<file path="config.mk">
export PLATFORM = sky130hd
export DESIGN_NAME = cache_mshr_mem_arbiter
export DESIGN_NICKNAME = d
export VERILOG_FILES = /design/src/rtl/cache_mshr_mem_arbiter.sv
export SDC_FILE = /design/constraint.sdc
export NUM_CORES = 1
export LEC_CHECK = 0
export CAP_MARGIN = 0
export CORE_AREA = 5 5 347 349
export CTS_BUF_LIST = sky130_fd_sc_hd__clkbuf_4 sky130_fd_sc_hd__clkbuf_8
export DETAILED_ROUTE_END_ITERATION = 16
export DIE_AREA = 0 0 352 354
export GPL_TIMING_DRIVEN = 0
export MAX_ROUTING_LAYER = met4
export PLACE_DENSITY = 0.46
export SYNTH_ARGS = -nofsm -noshare
export SYNTH_HDL_FRONTEND = slang
export SYNTH_SLANG_ARGS = --single-unit
</file>
<file path="constraint.sdc">
create_clock -name CLK -period 13.75 [get_ports CLK]
set_input_delay 2.75 -clock CLK [delete_from_list [all_inputs] [get_ports CLK]]
set_output_delay 2.75 -clock CLK [all_outputs]
set_load 0.05 [all_outputs]
</file>
<file path="src/rtl/cache_mshr_mem_arbiter.sv">
// cache_mshr_mem_arbiter: round-robin arbiter sharing one memory read port among per-bank MSHR heads,
// merging buffered store words over the fetched block before filling the owning bank.
module cache_mshr_mem_arbiter #(
  parameter int NUM_BANKS   = 4,
  parameter int ADDR_W      = 32,
  parameter int WORD_W      = 32,
  parameter int BLOCK_WORDS = 4,
  localparam int BW = $clog2(NUM_BANKS),
  localparam int CW = $clog2(BLOCK_WORDS)
) (
  input  logic                                     CLK,
  input  logic                                     RST,
  input  logic [NUM_BANKS-1:0]                     mshr_valid,
  input  logic [NUM_BANKS*ADDR_W-1:0]              mshr_addr,
  input  logic [NUM_BANKS*BLOCK_WORDS-1:0]         mshr_write_status,
  input  logic [NUM_BANKS*BLOCK_WORDS*WORD_W-1:0]  mshr_write_block,
  output logic [NUM_BANKS-1:0]                     bank_free,
  output logic                                     mem_req,
  output logic [ADDR_W-1:0]                        mem_addr,
  input  logic                                     mem_ready,
  input  logic                                     mem_rvalid,
  input  logic [WORD_W-1:0]                        mem_rdata,
  output logic                                     fill_valid,
  output logic [BW-1:0]                            fill_bank,
  output logic [ADDR_W-1:0]                        fill_addr,
  output logic [BLOCK_WORDS*WORD_W-1:0]            fill_data,
  output logic                                     fill_dirty,
  input  logic                                     fill_ready,
  output logic                                     busy
);
  typedef enum logic [1:0] {IDLE, REQ, BEAT, FILL} state_t;
  state_t r_state, w_next;
  logic [BW-1:0] r_rr_ptr, r_grant, w_pick, w_idx;
  logic [CW-1:0] r_beat_cnt;
  logic [ADDR_W-1:0] r_addr;
  logic [BLOCK_WORDS-1:0] r_ws;
  logic [BLOCK_WORDS*WORD_W-1:0] r_wb, r_data;
  logic w_any, w_beat_last, w_fire_fill;
  assign w_beat_last = r_state == BEAT && mem_rvalid && r_beat_cnt == CW'(BLOCK_WORDS-1);
  assign w_fire_fill = r_state == FILL && fill_ready;
  // first valid bank at or above the round-robin pointer, wrapping
  always_comb begin
    w_any  = 1'b0;
    w_pick = '0;
    w_idx  = '0;
    for (int k = 0; k < NUM_BANKS; k++) begin
      w_idx = BW'((int'(r_rr_ptr) + k) % NUM_BANKS);
      if (!w_any && mshr_valid[w_idx]) begin
        w_any  = 1'b1;
        w_pick = w_idx;
      end
    end
  end
  always_ff @(posedge CLK or posedge RST)
    if (RST) r_state <= IDLE;
    else     r_state <= w_next;
  always_comb
    w_next = r_state == IDLE ? (w_any ? REQ : IDLE)
           : r_state == REQ  ? (mem_ready ? BEAT : REQ)
           : r_state == BEAT ? (w_beat_last ? FILL : BEAT)
           : (fill_ready ? IDLE : FILL);
  always_ff @(posedge CLK or posedge RST)
    if (RST) begin
      r_rr_ptr   <= '0;
      r_grant    <= '0;
      r_beat_cnt <= '0;
      r_addr     <= '0;
      r_ws       <= '0;
      r_wb       <= '0;
      r_data     <= '0;
    end else begin
      if (r_state == IDLE && w_any) begin
        r_grant <= w_pick;
        r_addr  <= mshr_addr[w_pick*ADDR_W +: ADDR_W];
        r_ws    <= mshr_write_status[w_pick*BLOCK_WORDS +: BLOCK_WORDS];
        r_wb    <= mshr_write_block[w_pick*BLOCK_WORDS*WORD_W +: BLOCK_WORDS*WORD_W];
      end
      if (r_state == REQ && mem_ready) r_beat_cnt <= '0;
      if (r_state == BEAT && mem_rvalid) begin
        r_data[r_beat_cnt*WORD_W +: WORD_W] <= mem_rdata;
        r_beat_cnt <= r_beat_cnt + 1'b1;
      end
      if (w_fire_fill) r_rr_ptr <= BW'((int'(r_grant) + 1) % NUM_BANKS);
    end
  always_comb begin
    mem_req    = r_state == REQ;
    mem_addr   = mem_req ? r_addr : '0;
    fill_valid = r_state == FILL;
    fill_bank  = fill_valid ? r_grant : '0;
    fill_addr  = fill_valid ? r_addr : '0;
    fill_dirty = fill_valid && |r_ws;
    busy       = r_state != IDLE;
    bank_free  = '0;
    if (w_fire_fill) bank_free[r_grant] = 1'b1;
    fill_data  = '0;
    for (int i = 0; i < BLOCK_WORDS; i++)
      fill_data[i*WORD_W +: WORD_W] = !fill_valid ? '0
                                    : r_ws[i] ? r_wb[i*WORD_W +: WORD_W] : r_data[i*WORD_W +: WORD_W];
  end
endmodule
</file>
* After elaboration in Yosys (flattened, before gate mapping)
Cells that the tools add are included.
** Storage, ports and cells
- Register bits after elaboration :: 300
- Bits of input ports :: 697
- Output and inout port bits :: 202
- Logic and storage cells :: 86
** Cells by class
- $add $sub $neg :: 6
- $lt $le $gt $ge :: 6
- Equality and inequality tests :: 4
- Shift operators :: 5
- Muxes and demuxes :: 40
- Reduce and logical (&&, ||, !) cells :: 17
** Operators by type and width (count)
- $shiftx A512 B10 Y128 :: 1
- $mux W32 :: 10
- $bwmux W128 :: 1
- $shift A32 B34 Y128 const A :: 1
- $shiftx A128 B8 Y32 :: 1
- $shiftx A32 B34 Y128 :: 1
- $neg A7 Y34 :: 1
- $mux W2 :: 12
- $shiftx A16 B5 Y4 :: 1
- $lt A2 B3 Y1 const B :: 5
- $mux W1 :: 11
- $logic_and A1 B1 Y1 :: 10
- $bmux W1 S2 :: 4
- $add A2 B1 Y2 const B :: 3
- $eq A2 B2 Y1 const B :: 3
- $add A2 B2 Y2 const B :: 2
- $mux W4 :: 1
- $reduce_bool A2 Y1 :: 2
- $reduce_or A4 Y1 :: 1
- $logic_not A1 Y1 :: 3
- $demux W1 S2 :: 1
- $eq A2 B1 Y1 const B :: 1
- $ge A2 B1 Y1 const B :: 1
- $logic_not A2 Y1 :: 1

* Depth between registers and ports, before layout
- Depth in word-level cells :: 14
- Gate-level depth with buffers :: 7
- Gate-level depth less buffers :: 5

* Worst setup path before layout
No wires, ideal clock.
- Path type :: input to output
- From :: in fill_ready
- To :: out bank_free[0]
- Data arrival time :: 3194 ps
- Data required time :: 11000 ps
- Setup slack :: 7806 ps
- Cell stages on the path :: 1
- Path buffers :: 0
- Cell sequence :: and3_1
** Between the ends
- Longest elaborated chain between the ends :: 2
** RTL lines
- from (decl) :: line 28 : input logic fill_ready,
- $logic_and A1 B1 Y1 :: line 40 : assign w_fire_fill = r_state == FILL && fill_ready;
- $mux W4 :: line 94 : if (w_fire_fill) bank_free[r_grant] = 1'b1;
- to (decl) :: line 17 : output logic [NUM_BANKS-1:0] bank_free,
Every way passes these cells.

* Final worst setup path
- From :: in fill_ready
- To :: out bank_free[3]
Same word-level chain as after synthesis.

==> flow_summary.toml <==
[run_status]
status = "finished, final reports clean"

[synth]
synth_fp_nets = 2608
synth_commonest_cells = "mux2i_1 (456), nand2_1 (432), dfrtp_1 (300), o221ai_1 (164), nor2_1 (135)"
synth_ff_type = "dfrtp_1"
yosysTopAreaCell = "dfrtp_1"
ys_top_cells_by_area = "dfrtp_1 (42%), mux2i_1 (26%), nand2_1 (9.1%)"
ys_seq_elements = 300
postSynthAreaPerCell_um2 = 9.35
yosysTopAreaCellShare_pct = 42.2
synth_seq_area_share_pct = 42.2
ys_types = 32
yosysMostFrequentCell = "mux2i_1"
synth_edf_count = 0
synth-warning-count = 0
syn_inst = 1902
postSynth.asyncResetShare_pct = 100
syn-cell-area_um2 = 17800

[global_routing]
grt_antenna_before_repair = 18
grt_use_met3_pct = 5.28
grtUsageTotal_pct = 18.8
grt_pass1_vias = 19990
grt_overflow = 0
gr-usage-met1_pct = 22.7
grt_start_max_net_pins = 120
grtUsageMet2_pct = 31.6
grt_pass1_wl_um = 161000
grt_busiest_layer = "met2"

[setup_path]
crit_start = "fill_ready"
slowest_delay_ns = 0.83
critPathKind = "input port to output pin"
path_max_fanout = 7
crit_buf_inv = 2
path_cells = "clkdlybuf4s50_1, and3_1, clkdlybuf4s50_1"
cp_common_cell = "clkdlybuf4s50_1"
r2r-start = "r_rr_ptr[1]"
cp.arrival_ns = 4.44
end_kind = "output pin"
cpLargestDelayFamily = "buffers and inverters"
slowest_stage = "clkdlybuf4s50_1"
critPathLaunchType = "input port"
crit_required_ns = 11.00

[drt]
final_antenna_net_count = 0
dr.pass1.iters = 5
drt_iter0_drc = 1094
wl_per_cell_um = 26.8
drc_errors = 0
vias_per_cell = 4.18
num_vias = 18606
routed_wl_um = 119000

[timing]
fmax_ghz = 0.139
finalHoldViolCount = 0
maxSlewViolCount = 0
tightest_slew_ns = 1.25
max-slew-margin-rel_pct = 16.8
finalWorstSetupSlack_ns = 6.56
setup_viol = 0
finalCriticalPeriod_ns = 7.19
skew_ns = 0.0432
finalCritPeriodShare_pct = 52.3
fin_hold_ws_ns = 0.477
setup-tns-final_ns = 0
grt_setup_unrepaired = "no"

[placement]
place.gp.congestion = 0.905
placedCellCount = 4339
dp_hpwl_um = 96900
port_buffers = 898
place_ws_ns = 6.52

[die]
fp.dieH_um = 354
dieArea_um2 = 125000
io_pins = 899
start_util_pct = 15.2
placementRows = 126
core_um2 = 117000
die_x_um = 352

[finish]
final_cells = 4449
area_growth_pct = 68.8
fin_util_pct = 25.6
fillerInstances = 12781
final_nets = 3572
drive_gt1_share_pct = 5.68

[power]
p_per_area_nw_per_um2 = 198
p_leak_nw = 12.8
ir_drop_uv = 90.2

[clock_tree]
cts.clk_slew.worst_paths_ns = 0.05
cts_htree_levels = 2
clk_path_buf_depth = 3
cts_root_buf = "clkbuf_8"
cts_resized = 0
clock_latency_ns = 0.73
post_cts_buffers = 0
numCtsBuffers = 61
hold_buffers = 0
clock-sinks = 300
cts_tree = "built"

[job]
cap_violations = 0

[hold_path]
worstHoldStart = "r_data[63]"
min_path_type = "register to register"
-- final cells by class --
cell class	instances	area, um2	area share, %
antenna	9	22.5	0.0751
buffer	169	711	2.37
clock buffer	90	1110	3.69
clock inverter	11	91.3	0.304
inverter	7	33.8	0.113
multi-input combinational	1426	9540	31.8
sequential	300	7510	25.0
tap	1536	1920	6.41
timing repair buffer	901	9070	30.2
-- logic make-up (layout without fill, tap and decap cells) --
kind of cell	count (synthesis)	after routing	synth area share (%)
AO/OA/AOI/OAI	307	307	12.3
multiplexers	457	457	25.7
AND/OR/NAND/NOR	653	653	15.0
adder cells (fa/ha/maj)	9	9	0.634
flip-flops	300	300	42.2
other	0	9	0
buffers and inverters	176	1178	4.13
-- per-layer routing --
metal	part of all wire, %	up-vias	wire length (um)
met2	49	631	58600
li1	-	8729	-
met1	42	9138	50300
met5	0	-	0
met4	1.9	0	2210
met3	6.9	108	8270
-- final timing paths --
path | to | cells after the start | slack, ns
hold / removal | r_data[63] | 2 | 0.48
setup reg to reg | r_addr[23] | 7 | 10.56
setup / recovery | bank_free[3] | 3 | 6.56
hold reg to reg | r_data[63] | 2 | 0.48
max in group asynchronous | r_wb[74] | 3 | 10.06
min in group asynchronous | r_addr[24] | 2 | 2.59
-- worst reg2reg max path, stage by stage (launching register included) --
cell and delay, ns:
dfrtp_1 0.44, a21o_1 0.18, a21boi_0 0.17, o22ai_1 0.14, nand2_1 0.10, clkbuf_1 0.89, clkbuf_1 0.85, o221ai_1 0.24
-- cell usage in the layout (no fill, tap or decap), drive strengths merged, types with 3 or more instances in the layout --
cell type      instances
and3                  36
diode                  9
o221ai               165
nor3                   3
nor2b                  4
o21ai                132
inv                    8
a21oi                  3
nor3b                  3
clkdlybuf4s50        898
or2                    3
nand2                432
clkinv                 7
dfrtp                300
buf                   61
ha                     9
clkbuf               201
mux2i                456
and2                  32
nor2                 135
-- state kept, by name, indices dropped and copies added (netlist names) --
| signal | count |
|---|---|
| r_beat_cnt | 2 |
| r_data | 128 |
| r_rr_ptr | 2 |
| r_grant | 2 |
| r_state | 2 |
| r_wb | 128 |
| r_ws | 4 |
| r_addr | 32 |
-- metrics by stage --
stage | power, W | area (um2)
global placement | 0.00504 | 28700
detailed placement | 0.00506 | 28800
CTS | 0.00607 | 30000
finish | 0.00595 | 30000
global route | 0.00634 | 30000
floorplan | 0.00357 | 17800
-- power breakdown --
part,switching (W),internal [W],leakage (nW)
logic,0.00217,0.00123,8.26
registers,0.000297,0.00128,3.89
clock network,0.000443,0.000527,0.641
No activity file was read; power rests on OpenSTA's default activity.
